## src/rtl/led_seq_pkg.sv

```systemverilog
// Shared constants and helpers for the LED sequencing counter.
package led_seq_pkg;

   localparam logic [1:0] MODE_UP     = 2'b00;
   localparam logic [1:0] MODE_DOWN   = 2'b01;
   localparam logic [1:0] MODE_BOUNCE = 2'b10;
   localparam logic [1:0] MODE_GRAY   = 2'b11;

   function automatic logic [31:0] bin2gray(input logic [31:0] bin);
      return bin ^ (bin >> 1);
   endfunction

endpackage

```

## src/rtl/led_seq_counter_if.sv

```systemverilog
// Control/status bundle between a controller and the LED sequencing counter.
interface led_seq_counter_if #(
   parameter int WIDTH    = 5,
   parameter int PWM_BITS = 4
);
   logic                en;
   logic                clr;
   logic [1:0]          mode;
   logic [WIDTH-1:0]    max_val;
   logic [PWM_BITS-1:0] duty;
   logic [WIDTH-1:0]    count;
   logic                tick;
   logic                wrap;
   logic [WIDTH-1:0]    led;

   modport master (output en, clr, mode, max_val, duty,
                   input  count, tick, wrap, led);
   modport slave  (input  en, clr, mode, max_val, duty,
                   output count, tick, wrap, led);
endinterface

```

## src/rtl/led_prescaler.sv

```systemverilog
// Free-running prescaler: step pulses once every 2**LOG2DELAY enabled clocks.
module led_prescaler #(
   parameter int LOG2DELAY = 21
) (
   input  logic clk,
   input  logic resetn,
   input  logic en,
   input  logic clr,
   output logic step
);

   generate
      if (LOG2DELAY == 0) begin : g_direct
         logic unused_s;
         assign unused_s = clk ^ resetn ^ clr;
         assign step     = en;
      end else begin : g_count
         logic [LOG2DELAY-1:0] pre_r;

         // prescale counter, frozen while disabled
         always_ff @(posedge clk or negedge resetn) begin
            if (!resetn) begin
               pre_r <= '0;
            end else if (clr) begin
               pre_r <= '0;
            end else if (en) begin
               pre_r <= pre_r + LOG2DELAY'(1'b1);
            end else begin
               pre_r <= pre_r;
            end
         end

         assign step = en && (pre_r == '1);
      end
   endgenerate

endmodule

```

## src/rtl/led_seq_counter.sv

```systemverilog
// LED sequencing counter: prescaled up/down/bounce/gray count with PWM-dimmed LED outputs.
module led_seq_counter
   import led_seq_pkg::*;
#(
   parameter int WIDTH     = 5,
   parameter int LOG2DELAY = 21,
   parameter int PWM_BITS  = 4
) (
   input  logic               clk,
   input  logic               resetn,
   led_seq_counter_if.slave   bus
);

   localparam logic [0:0]       UP_DIR   = 1'b0;
   localparam logic [0:0]       DOWN_DIR = 1'b1;
   localparam logic [WIDTH-1:0] ONE      = WIDTH'(1'b1);

   logic                step_s;
   logic [WIDTH-1:0]    cnt_r, cnt_nxt_s, clr_val_s, count_src_s, count_nxt_s;
   logic [0:0]          dir_r, dir_nxt_s;
   logic                wrap_nxt_s, going_down_s, on_s;
   logic [WIDTH-1:0]    count_r, led_r;
   logic                tick_r, wrap_r;
   logic [PWM_BITS-1:0] pwm_r;

   led_prescaler #(.LOG2DELAY(LOG2DELAY)) u_prescaler (
      .clk    (clk),
      .resetn (resetn),
      .en     (bus.en),
      .clr    (bus.clr),
      .step   (step_s)
   );

   // next count/direction; anything that is not BOUNCE leaves the direction at up
   always_comb begin
      cnt_nxt_s    = cnt_r;
      dir_nxt_s    = UP_DIR;
      wrap_nxt_s   = 1'b0;
      going_down_s = ((dir_r == DOWN_DIR) && (cnt_r != '0)) || (cnt_r == bus.max_val);
      if (cnt_r > bus.max_val) begin
         cnt_nxt_s  = (bus.mode == MODE_DOWN) ? bus.max_val : '0;
         wrap_nxt_s = 1'b1;
      end else begin
         case (bus.mode)
            MODE_DOWN: begin
               if (cnt_r == '0) begin
                  cnt_nxt_s  = bus.max_val;
                  wrap_nxt_s = 1'b1;
               end else begin
                  cnt_nxt_s  = cnt_r - ONE;
               end
            end
            MODE_BOUNCE: begin
               if (bus.max_val == '0) begin
                  cnt_nxt_s  = '0;
                  wrap_nxt_s = 1'b1;
               end else if (going_down_s) begin
                  cnt_nxt_s = cnt_r - ONE;
                  if (cnt_r == ONE) begin
                     wrap_nxt_s = 1'b1;
                  end else begin
                     dir_nxt_s  = DOWN_DIR;
                  end
               end else begin
                  cnt_nxt_s = cnt_r + ONE;
                  if ((cnt_r + ONE) == bus.max_val) begin
                     wrap_nxt_s = 1'b1;
                     dir_nxt_s  = DOWN_DIR;
                  end else begin
                     dir_nxt_s  = UP_DIR;
                  end
               end
            end
            default: begin
               if (cnt_r == bus.max_val) begin
                  cnt_nxt_s  = '0;
                  wrap_nxt_s = 1'b1;
               end else begin
                  cnt_nxt_s  = cnt_r + ONE;
               end
            end
         endcase
      end
   end

   assign clr_val_s   = (bus.mode == MODE_DOWN) ? bus.max_val : '0;
   assign count_src_s = bus.clr ? clr_val_s : cnt_nxt_s;
   assign count_nxt_s = (bus.mode == MODE_GRAY) ? WIDTH'(bin2gray(32'(count_src_s))) : count_src_s;

   // counter state and status strobes; clear wins over a pending step
   always_ff @(posedge clk or negedge resetn) begin
      if (!resetn) begin
         cnt_r   <= '0;
         dir_r   <= UP_DIR;
         count_r <= '0;
         tick_r  <= 1'b0;
         wrap_r  <= 1'b0;
      end else if (bus.clr) begin
         cnt_r   <= clr_val_s;
         dir_r   <= UP_DIR;
         count_r <= count_nxt_s;
         tick_r  <= 1'b0;
         wrap_r  <= 1'b0;
      end else if (step_s) begin
         cnt_r   <= cnt_nxt_s;
         dir_r   <= dir_nxt_s;
         count_r <= count_nxt_s;
         tick_r  <= 1'b1;
         wrap_r  <= wrap_nxt_s;
      end else begin
         tick_r  <= 1'b0;
         wrap_r  <= 1'b0;
      end
   end

   assign on_s = (bus.duty == '1) || (pwm_r < bus.duty);

   // free-running PWM phase and dimmed LED register
   always_ff @(posedge clk or negedge resetn) begin
      if (!resetn) begin
         pwm_r <= '0;
         led_r <= '0;
      end else begin
         pwm_r <= pwm_r + PWM_BITS'(1'b1);
         led_r <= count_r & {WIDTH{on_s}};
      end
   end

   assign bus.count = count_r;
   assign bus.tick  = tick_r;
   assign bus.wrap  = wrap_r;
   assign bus.led   = led_r;

endmodule
```

## src/flat_wrapper.sv

```systemverilog
// flat-port wrapper written by rule: the top's interface ports become plain ports
module led_seq_counter_flat import led_seq_pkg::*;
#(
   parameter int WIDTH     = 5,
   parameter int LOG2DELAY = 21,
   parameter int PWM_BITS  = 4
)
  (clk, resetn, bus_en, bus_clr, bus_mode, bus_max_val, bus_duty, bus_count, bus_tick, bus_wrap, bus_led);
  led_seq_counter_if #(.WIDTH(WIDTH), .PWM_BITS(PWM_BITS)) bus_i ();
  input  logic clk;
  input  logic resetn;
  input wire logic [$bits(bus_i.en)-1:0] bus_en;
  input wire logic [$bits(bus_i.clr)-1:0] bus_clr;
  input wire logic [$bits(bus_i.mode)-1:0] bus_mode;
  input wire logic [$bits(bus_i.max_val)-1:0] bus_max_val;
  input wire logic [$bits(bus_i.duty)-1:0] bus_duty;
  output wire logic [$bits(bus_i.count)-1:0] bus_count;
  output wire logic [$bits(bus_i.tick)-1:0] bus_tick;
  output wire logic [$bits(bus_i.wrap)-1:0] bus_wrap;
  output wire logic [$bits(bus_i.led)-1:0] bus_led;
  assign bus_i.en = bus_en;
  assign bus_i.clr = bus_clr;
  assign bus_i.mode = bus_mode;
  assign bus_i.max_val = bus_max_val;
  assign bus_i.duty = bus_duty;
  assign bus_count = bus_i.count;
  assign bus_tick = bus_i.tick;
  assign bus_wrap = bus_i.wrap;
  assign bus_led = bus_i.led;
  led_seq_counter #(.WIDTH(WIDTH), .LOG2DELAY(LOG2DELAY), .PWM_BITS(PWM_BITS)) u_core (.clk(clk), .resetn(resetn), .bus(bus_i));
endmodule
```

## config.mk

```make
export PLATFORM = sky130hd
export DESIGN_NAME = led_seq_counter_flat
export DESIGN_NICKNAME = d
export VERILOG_FILES = /design/src/rtl/led_seq_pkg.sv /design/src/rtl/led_seq_counter_if.sv /design/src/rtl/led_prescaler.sv /design/src/rtl/led_seq_counter.sv /design/src/flat_wrapper.sv
export SDC_FILE = /design/constraint.sdc
export NUM_CORES = 1
export LEC_CHECK = 0
export CAP_MARGIN = 5
export CORE_AREA = 2 2 78 80
export DETAILED_ROUTE_END_ITERATION = 7
export DIE_AREA = 0 0 80 82
export GPL_TIMING_DRIVEN = 0
export PLACE_DENSITY = 0.67
export SYNTH_ARGS = -nofsm -noshare
export SYNTH_HDL_FRONTEND = slang
export SYNTH_SLANG_ARGS = --single-unit
export TNS_END_PERCENT = 5
```

## constraint.sdc

```tcl
create_clock -name clk -period 3.45 [get_ports clk]
set_input_delay 0.8625 -clock clk [delete_from_list [all_inputs] [get_ports clk]]
set_output_delay 0.8625 -clock clk [all_outputs]
set_load 0.01 [all_outputs]
```

==> results_dict.tcl <==
set metrics [dict create \
    grt_pass1_vias 2136 \
    synth-seq-cells 42 \
    synth_nets 329 \
    worstHoldPathType "input pin to async pin" \
    maxSlewViolCount 0 \
    synth_edf_count 0 \
    power_density_nw_per_um2 606 \
    drt_wl_total_mm 6.06 \
    hpwl_mm 4.56 \
    synth_area_um2 2770 \
    start_kind "input pin" \
    row_count 28 \
    finClkSkew_ns 0.00390 \
    grt.overflow.total 0 \
    vias 2297 \
    synth_xor_area_frac 0.106 \
    p_leak_nw 1.43 \
    grt_max_degree 40 \
    drive_gt1_frac 0.0931 \
    port_buffers 24 \
    synth_top_area_frac 0.379 \
    route.detailed.drc 0 \
    dp_cells 397 \
    critPathKind "input pin to register" \
    worstSetupEndpoint "u_core.bus.count[3]" \
    drt_iter0_drc 127 \
    tightest_slew_ns 0.680 \
    worstSetupStartpoint "bus_max_val[4]" \
    clk_latency_ns 0.29 \
    yosys.area_share.simple 0.195 \
    synth-compound-area-share 0.165 \
    slew_headroom 0.547 \
    max_freq_ghz 0.296 \
    clockBufferDepth 2 \
    routabilityCongestion 1.02 \
    critPathMaxFanout 5 \
    synth_common_cells "dfrtp_1 (42), nor2_1 (29), inv_1 (22), nand2_1 (22)" \
    hold_viol 0 \
    cts_sinks 42 \
    synthFlopType "dfrtp_1" \
    grt_pass1_wl_mm 9.99 \
    period_needed_ns 3.38 \
    htreeDepth 2 \
    worstPathRequired_ns 3.67 \
    finalPower_mw 1.97 \
    min_period_over_period 0.979 \
    die_area_um2 6560 \
    maxCapViolations 0 \
    cts_tree "done" \
    dieHeight_um 82 \
    synth_top_family_by_area "simple AND/OR/NAND/NOR gates" \
    regToRegSetupSlack_ns 0.61 \
    ys_seq_area_frac 0.379 \
    drt-wirelength-per-cell_um 14.8 \
    insertedDiodeCount 0 \
    avgSynthCellArea_um2 9.33 \
    yosys-top-cells-area "dfrtp_1 (38%), ha_1 (7.7%), xor2_1 (5.4%)" \
    status "finished, final reports clean" \
    nets 364 \
    setup-violations-final 0 \
    synth_cell_types 57 \
    synthCells 297 \
    syn2layout_area_growth_pct 17.1 \
    ant_nets 0 \
    yosysTopAreaCell "dfrtp_1" \
    fin_cells 408 \
    synthArstFlopShare 1.00 \
    synth_fa_ha_area_frac 0.0768 \
    start_util 0.482 \
    yosysMostFrequentCell "dfrtp_1" \
    vdd_drop_max_v 0.000339 \
    muxShareOfSynthArea 0.0298 \
    rsz0062_at_grt "false" \
    io_pins 27 \
    core_um2 5750 \
    fin_hold_ws_ns 0.374 \
    cts_buffers 5 \
    endpoint_kind "register" \
    die_w_um 80 \
    clk_pin_slew_ns 0.08 \
    viasPerCell 5.63 \
    yosys_warnings 0 \
    grt_antenna_before_repair 0 \
    detail_route.first_pass.iterations 4 \
    worst-endpoint-arrival_ns 3.59 \
    gr-usage-all-layers 0.196 \
    clockRootBuffer "clkbuf_8" \
    reg2reg_depth 10 \
    r2r_end "u_core.bus.count[3]" \
    worstReg2RegStart "u_core.cnt_r[0]" \
]
worst min-delay path by stage:
stage	from	end	slack [ns]	depth (start not counted)
4_1_cts	resetn	u_core.u_prescaler.g_count.pre_r[10]	0.37	1
3_5_place_dp	u_core.pwm_r[0]	u_core.pwm_r[0]	0.47	1
6_report	resetn	u_core.u_prescaler.g_count.pre_r[10]	0.37	1
5_1_grt	resetn	u_core.u_prescaler.g_count.pre_r[13]	0.36	1
2_1_floorplan	u_core.pwm_r[0]	u_core.pwm_r[0]	0.43	1
3_3_place_gp	u_core.pwm_r[0]	u_core.pwm_r[0]	0.46	1
state kept, by name (all words and copies together), names as in the netlist:
name,cells
u_core.bus.count,5
u_core.bus.led,5
u_core.bus.tick,1
u_core.bus.wrap,1
u_core.cnt_r,4
u_core.dir_r,1
u_core.pwm_r,4
u_core.u_prescaler.g_count.pre_r,21
power by group:
part           total (mW)  internal (mW)  leakage, nW  switching (mW)
clock network       0.325          0.162       0.0482           0.163
logic               0.993          0.464        0.818           0.529
registers           0.649          0.569        0.566          0.0802
total                1.97           1.19         1.43           0.773
cell type report:
cell class                      instances  area (um^2)
Buffer                                 10         51.3
Inverter                               22         82.6
Sequential cell                        42         1050
Clock inverter                          1         5.00
Clock buffer                            7         86.3
Multi-Input combinational cell        223         1600
Timing Repair Buffer                   28          278
Tap cell                               75         93.8
Fill cell                             552         2500
metal layers:
layer | vias up | part of all wire | GRT usage
li1 | 1128 | - | -
met1 | 1089 | 0.44 | 0.245
met2 | 65 | 0.50 | 0.340
met3 | 15 | 0.032 | 0.0220
met4 | 0 | 0.025 | 0.0915
met5 | - | 0 | 0
per-stage QoR:
| step | util | setup TNS, ns | setup slack (ns) | cell area (um^2) |
|---|---|---|---|---|
| 3_5_place_dp | 0.543 | -0.597 | -0.182 | 3120 |
| 5_1_grt | 0.565 | 0 | 0.00224 | 3240 |
| 2_1_floorplan | - | 0 | 0.714 | 2770 |
| 3_3_place_gp | 0.540 | -0.578 | -0.182 | 3100 |
| 4_1_cts | 0.559 | 0 | 0.134 | 3210 |
| 6_report | 0.565 | 0 | 0.0726 | 3240 |
what timing repair did:
item,CTS,global route
setup buffers,0,3
endpoints found under the hold margin,0,0
setup endpoints to repair,0,2
hold buffers,0,0
resized for setup,0,3
kinds of logic (layout without fill, tap and decap cells):
group | Yosys count | after routing
multiplexers | 8 | 8
flip-flops | 42 | 42
AND/OR/NAND/NOR | 104 | 104
XOR/XNOR | 32 | 32
adder cells (fa/ha/maj) | 17 | 17
buffers and inverters | 32 | 68
AO/OA/AOI/OAI | 62 | 62
worst max-delay path: stages:
cell and delay, ns:
clkdlybuf4s50_1 0.64, inv_1 0.08, ha_1 0.40, inv_1 0.13, o21ai_0 0.50, o32ai_1 0.17, a311oi_1 0.40, a211oi_1 0.11
xor2_1 0.17, o21ai_1 0.12
layout by cell type (no fill, tap or decap), types with 2 or more instances in the layout:
master | synthesis | final
o31ai_2 | 1 | 3
nand4_1 | 5 | 5
nand2_1 | 22 | 22
a211oi_1 | 3 | 3
dfrtp_1 | 42 | 42
nor3b_1 | 2 | 2
inv_1 | 22 | 22
and3_1 | 3 | 3
clkbuf_8 | 0 | 6
a21o_1 | 3 | 3
ha_1 | 17 | 17
xor2_1 | 17 | 17
mux2i_1 | 6 | 6
o21a_1 | 3 | 3
o21ai_1 | 4 | 4
nor2b_1 | 6 | 6
or4_1 | 2 | 2
clkbuf_1 | 5 | 6
mux2_2 | 2 | 2
o21ai_0 | 12 | 12
a21oi_1 | 14 | 14
buf_2 | 2 | 3
nand3_1 | 13 | 13
or3_1 | 5 | 5
nor2_1 | 29 | 29
clkdlybuf4s50_1 | 0 | 23
a41oi_1 | 2 | 2
xnor2_1 | 14 | 14
nor3_1 | 6 | 6
buf_4 | 1 | 4
o31ai_1 | 4 | 2
nand2b_1 | 2 | 2
(Power assumes the default switching activity.)
